`src/rtl/uart_cmd_parser.sv`:
```
// ASCII debug command parser: assembles "<op>[hex]<CR>" frames from UART bytes
// and hands the decoded opcode/argument to the debug core over valid/ready.
module uart_cmd_parser #(
  parameter int unsigned ARG_W       = 32,
  parameter int unsigned TIMEOUT_CYC = 5000000
) (
  input  logic             clk,
  input  logic             rstn,
  input  logic [7:0]       d_rx,
  input  logic             vld_rx,
  output logic             rdy_rx,
  output logic [2:0]       cmd_op,
  output logic [ARG_W-1:0] cmd_arg,
  output logic             cmd_vld,
  input  logic             cmd_rdy,
  output logic             err,
  output logic             ovr,
  output logic             busy
);

  localparam int unsigned MAX_DIG = ARG_W / 4;
  localparam int unsigned CNT_W   = $clog2(MAX_DIG + 1);
  localparam int unsigned TMR_W   = $clog2(TIMEOUT_CYC + 1);

  localparam logic [7:0] CH_CR = 8'h0d;
  localparam logic [7:0] CH_LF = 8'h0a;
  localparam logic [7:0] CH_SP = 8'h20;

  typedef enum logic [1:0] {IDLE, ARG, ERR, ISSUE} state_e;

  state_e             state_q, state_d;
  logic [2:0]         op_q, op_d;
  logic [ARG_W-1:0]   arg_q, arg_d;
  logic [CNT_W-1:0]   cnt_q, cnt_d;
  logic [TMR_W-1:0]   tmr_q, tmr_d;
  logic [2:0]         cmd_op_q, cmd_op_d;
  logic [ARG_W-1:0]   cmd_arg_q, cmd_arg_d;
  logic               rdy_q, cmd_vld_q, err_q, err_d, ovr_q, busy_q;
  logic               accept, tmo;
  logic [4:0]         hx;
  logic [2:0]         op_in;

  // Case-insensitive opcode letter decode; 0 means not an opcode.
  function automatic logic [2:0] op_of(input logic [7:0] b);
    logic [2:0] r;
    unique case (b | 8'h20)
      8'h72:   r = 3'd1;
      8'h77:   r = 3'd2;
      8'h64:   r = 3'd3;
      8'h67:   r = 3'd4;
      default: r = 3'd0;
    endcase
    return r;
  endfunction

  // Bit 4 flags a hex digit, bits 3:0 hold its value.
  function automatic logic [4:0] hex_of(input logic [7:0] b);
    logic [4:0] r;
    r = '0;
    if (b >= 8'h30 && b <= 8'h39)      r = {1'b1, 4'(b - 8'h30)};
    else if (b >= 8'h41 && b <= 8'h46) r = {1'b1, 4'(b - 8'h37)};
    else if (b >= 8'h61 && b <= 8'h66) r = {1'b1, 4'(b - 8'h57)};
    return r;
  endfunction

  assign accept = vld_rx && rdy_q;
  assign tmo    = (tmr_q == TMR_W'(TIMEOUT_CYC - 1));
  assign hx     = hex_of(d_rx);
  assign op_in  = op_of(d_rx);

  always_comb begin
    state_d   = state_q;
    op_d      = op_q;
    arg_d     = arg_q;
    cnt_d     = cnt_q;
    tmr_d     = '0;
    cmd_op_d  = cmd_op_q;
    cmd_arg_d = cmd_arg_q;
    err_d     = 1'b0;

    // Inter-byte timer only runs while a frame is open; an accepted byte wins over expiry.
    if ((state_q == ARG || state_q == ERR) && !accept) tmr_d = tmr_q + TMR_W'(1);

    unique case (state_q)
      IDLE: begin
        if (accept && d_rx != CH_CR && d_rx != CH_LF && d_rx != CH_SP) begin
          if (op_in != 3'd0) begin
            op_d    = op_in;
            arg_d   = '0;
            cnt_d   = '0;
            state_d = ARG;
          end else begin
            err_d   = 1'b1;
            state_d = ERR;
          end
        end
      end
      ARG: begin
        if (accept) begin
          if (hx[4]) begin
            if (cnt_q == CNT_W'(MAX_DIG)) begin
              err_d   = 1'b1;
              state_d = ERR;
            end else begin
              arg_d = (arg_q << 4) | ARG_W'(hx[3:0]);
              cnt_d = cnt_q + CNT_W'(1);
            end
          end else if (d_rx == CH_CR) begin
            cmd_op_d  = op_q;
            cmd_arg_d = arg_q;
            state_d   = ISSUE;
          end else if (d_rx != CH_SP) begin
            err_d   = 1'b1;
            state_d = ERR;
          end
        end else if (tmo) begin
          err_d   = 1'b1;
          state_d = IDLE;
        end
      end
      ERR: begin
        if (accept ? (d_rx == CH_CR) : tmo) state_d = IDLE;
      end
      ISSUE: begin
        if (cmd_vld_q && cmd_rdy) state_d = IDLE;
      end
      default: state_d = IDLE;
    endcase
  end

  always_ff @(posedge clk or negedge rstn) begin
    if (!rstn) begin
      state_q   <= IDLE;
      op_q      <= '0;
      arg_q     <= '0;
      cnt_q     <= '0;
      tmr_q     <= '0;
      cmd_op_q  <= '0;
      cmd_arg_q <= '0;
      rdy_q     <= 1'b1;
      cmd_vld_q <= 1'b0;
      err_q     <= 1'b0;
      ovr_q     <= 1'b0;
      busy_q    <= 1'b0;
    end else begin
      state_q   <= state_d;
      op_q      <= op_d;
      arg_q     <= arg_d;
      cnt_q     <= cnt_d;
      tmr_q     <= tmr_d;
      cmd_op_q  <= cmd_op_d;
      cmd_arg_q <= cmd_arg_d;
      rdy_q     <= (state_d != ISSUE);
      cmd_vld_q <= (state_d == ISSUE);
      err_q     <= err_d;
      ovr_q     <= vld_rx && !rdy_q;
      busy_q    <= (state_d != IDLE);
    end
  end

  assign rdy_rx  = rdy_q;
  assign cmd_op  = cmd_op_q;
  assign cmd_arg = cmd_arg_q;
  assign cmd_vld = cmd_vld_q;
  assign err     = err_q;
  assign ovr     = ovr_q;
  assign busy    = busy_q;

endmodule

```
`config.mk`:
```
export PLATFORM = sky130hd
export DESIGN_NAME = uart_cmd_parser
export DESIGN_NICKNAME = d
export VERILOG_FILES = /design/src/rtl/uart_cmd_parser.sv
export SDC_FILE = /design/constraint.sdc
export NUM_CORES = 1
export LEC_CHECK = 0
export ABC_CLOCK_PERIOD_IN_PS = 3150
export CAP_MARGIN = 5
export CORE_MARGIN = 2
export CORE_UTILIZATION = 56
export CTS_CLUSTER_DIAMETER = 30
export DETAILED_ROUTE_END_ITERATION = 8
export HOLD_SLACK_MARGIN = 0.03
export PLACE_DENSITY = 0.78
export SYNTH_ARGS = -nofsm -noshare
export SYNTH_HDL_FRONTEND = slang
export SYNTH_SLANG_ARGS = --single-unit
```
`constraint.sdc`:
```
create_clock -name clk -period 3.15 [get_ports clk]
set_input_delay 0.945 -clock clk [delete_from_list [all_inputs] [get_ports clk]]
set_output_delay 0.945 -clock clk [all_outputs]
set_load 0.02 [all_outputs]
```
==> results.md <==
Placed design:
- The routability congestion estimate is 0.936.
- After detailed placement, the design holds a cell count of 617.
- The HPWL after detailed placement is 6670 um.
- Input and output buffers added on the ports amount to 51.
- Once placement finished, the instance area stood at 0.00559 mm2.

Timing:
- Based on the critical path, the design can be clocked at up to roughly 330 MHz.
- Setup repair after global routing left no endpoint under its margin.
- The count of endpoints failing setup in the final report is 0.
- The minimum clock period after layout is 3.06 ns.
- Headroom to the max-slew limit came out at a little under three fifths.
- The number of max-slew violations in the final report was 0.
- Across the routed clock network, the largest skew measured is 0.0166 ns.
- The final number of hold-violating endpoints is 0.
- The post-route fraction of the period consumed by the critical path is 97.2%.
- The worst-margin pin slew is 0.658 ns.

Global routing:
- Across every metal layer, demand over resource in global routing totals 22.3%.
- The first-pass GRT wire length is 15900 um.
- Entering global routing, the biggest net connects 57 pins.
- The via count of the first global-routing pass is 3495.
- The number of antenna violations at the first check in global routing is 0.
- For this run the aggregate overflow at the end of global routing stands at 0.

Synth:
- Summed over its instances, the top area cell type makes up 54.7% of the synthesized netlist area.
- By count the netlist is led by dfrtp_1, nand2_1, o21ai_0, mux2_2, nor2_1.
- In the post-synthesis netlist, the biggest area contributors are dfrtp_1, mux2_2, nand2_1, o21ai_0, ha_1.
- Counting flops with an async set or reset pin after synthesis yields a share of 100%.
- The total nets after synthesis is about 470.
- Yosys printed 0 warnings.
- Synthesis instantiated 52 different standard cells from the library.
- The number of enable-type register cells in the synthesized netlist is 0.
- Synthesis produced a netlist whose cell count is ~450.
- In this run, synthesis produced a sequential element count of approximately 100.
- By instance count, the leading cell after synthesis is dfrtp_1.
- After synthesis, flip-flops and latches occupy 55.3% of the total area.
- The mapped netlist covers 0.00471 mm2.
- The leading register cell type out of synthesis is dfrtp_1.
- In this run the mean area of a mapped cell was 10.6 um2.
- The biggest area contributor in the post-synthesis netlist is dfrtp_1.

Cells and area:
- The post-layout utilization of the core is slightly above 70%.
- The number of antenna repair diodes is 0.
- The cell area after layout is 0.00581 mm2.
- At the end of the flow, the number of nets in the layout was 547.
- The non-filler instance count after layout is 634.
- Compared with the post-synthesis result, the final layout area differs by 23.3%.
- Of the cells placed in the final design, the portion with a size suffix greater than 1 is 19.8%.

Die:
- Measured along the y axis, the die boundary spans ~96 um.
- The area of the die is between 0.009 and 0.01 mm2.
- Once the floorplan was initialized, standard cells occupied between 50% and 60% of the core.
- In this run the core area contains 33 standard-cell rows.
- Measured along the x axis, the die boundary spans 95.7 um.
- The placeable core area is 0.00818 mm2.
- The number of top-level pins is 52.

Critical path:
- The type of destination of the critical path is a flip-flop.
- STA classifies the critical path startpoint as an input port.
- The arrival time at the worst endpoint is between 3 and 4 ns.
- The critical path class is in2reg.
- In this run the worst path has a maximum fanout of 3.
- The required time at the worst-slack endpoint is 3.39 ns.

Clock network:
- The clock sink count is 104.
- The CTS tree is yes.
- The clock passes through at most 2 buffers.
- Counting the buffers created by CTS gives 9.
- The tree is rooted in a clkbuf_8.
- Clock-pin slew was measured on the worst setup and hold paths at 0.10 ns.
- The number of hold-repair buffers added at the cts stage is 0.
- The depth of the CTS H-tree is 3.
- The clock reaches the later pin of the worst-skew pair after 0.36 ns.

Power and ir drop:
- The worst-case IR drop observed on VDD is 0.000298 V.
- For this design the ratio of total power to cell area is 486 mW/mm2.
- The standby leakage power is approximately 2.6 nW.

Min path:
- The path category of the worst min-delay check is reg2reg.

Status:
- The flow ran to the end, and the final reports show no timing, DRC or antenna violations.

Route:
- The detailed-route via count is 3490.
- The first-pass iteration count of the detailed router is 4.
- The total detailed-routing wirelength is between 9000 and 10000 um.
- After the first detailed-routing iteration, the DRC count stood at ~180.
- The number of remaining DRC errors is 0.
- The count of antenna-violating nets left after detailed routing is 0.
- The routed length per placed instance is 14.8 um.
- The via-per-instance ratio is between 5 and 6.

Flow run:
- The max-cap violation count is 0.
[cell usage in the layout (no fill, tap or decap), types with 3 or more instances in the layout]
master,instances
nor3_1,4
inv_1,9
or3_1,7
ha_1,9
mux2_2,35
buf_12,3
clkbuf_8,9
dfrtp_1,103
xor2_1,11
buf_4,34
nand2_1,86
and2_1,3
nor2_1,23
nand3_1,14
nor2b_1,7
nand4_1,7
clkdlybuf4s50_1,49
o21ai_0,40
a21oi_1,11
o31ai_1,5
xnor2_1,7
[metal layers]
layer  vias up  GRT usage, %  part of all wire [%]
li1       1694             -                     -
met1      1714          29.3                    44
met2        68          37.9                    51
met3        14          3.52                   3.3
met4         0          7.26                   1.5
met5         -             0                     0
[what timing repair did]
action                                  4_1_cts  5_1_grt
pin swaps                                     0        3
endpoints found under the setup margin        1       10
buffers inserted                              0        1
resized for setup                             1        3
[per-stage QoR]
stage | total power (W) | setup WS (ns) | hold slack [ns] | setup TNS, ns
global route | 0.00297 | 0.00363 | 0.497 | 0
detailed placement | 0.00198 | -0.383 | 0.456 | -12.35
CTS | 0.00284 | 0.0518 | 0.470 | 0
floorplan | 0.00169 | 0.250 | 0.424 | 0
global placement | 0.00196 | -0.297 | 0.437 | -9.44
finish | 0.00282 | 0.0869 | 0.465 | 0
[logic make-up after synthesis]
group	share of synthesized area, %
muxes	8.36
xor gates and xnor gates	3.35
buffers and inverters	2.34
DFF	55.3
adders and majority gates	2.92
and+or+nand+nor	17.9
AOI/OAI and AO/OA	9.90
[final timing paths]
check	start	to	slack, ns	depth (start not counted)
worst max register to register	tmr_q[0]$_DFF_PN0_	busy$_DFF_PN0_	0.59	7
worst max-delay path	d_rx[1]	busy$_DFF_PN0_	0.09	9
max in group asynchronous	rstn	rdy_rx$_DFF_PN1_	1.80	2
min in group asynchronous	rstn	cmd_arg[16]$_DFFE_PN0P_	0.58	1
worst min-delay path	tmr_q[0]$_DFF_PN0_	tmr_q[0]$_DFF_PN0_	0.46	1
worst min register to register	tmr_q[0]$_DFF_PN0_	tmr_q[0]$_DFF_PN0_	0.46	1
[cell type report]
cell class | count | area (um2)
Sequential cell | 104 | 2600
Timing Repair Buffer | 87 | 815
Multi-Input combinational cell | 312 | 2010
Inverter | 10 | 37.5
Clock buffer | 9 | 124
Fill cell | 600 | 2360
Clock inverter | 7 | 86.3
Tap cell | 105 | 131
[power by group]
group,switching (W),internal (W)
Sequential,0.0000218,0.00137
Clock,0.000476,0.000384
Combinational,0.000325,0.000248
Total,0.000823,0.00200
[critical path, stage by stage]
cell	delay, ns
clkdlybuf4s50_1	0.50
inv_2	0.06
ha_2	0.18
or3b_2	0.44
nand4b_1	0.14
a2111o_1	0.18
o211ai_1	0.10
a221o_2	0.39
or3_1	0.37
[state kept, by name (all words and copies together) (netlist names)]
| register | flops |
|---|---|
| op_q | 3 |
| arg_q | 32 |
| err | 1 |
| state_q | 2 |
| cmd_vld | 1 |
| busy | 1 |
| ovr | 1 |
| rdy_rx | 1 |
| tmr_q | 23 |
| cmd_op | 3 |
| cnt_q | 4 |
| cmd_arg | 32 |
(Power assumes the default switching activity.)
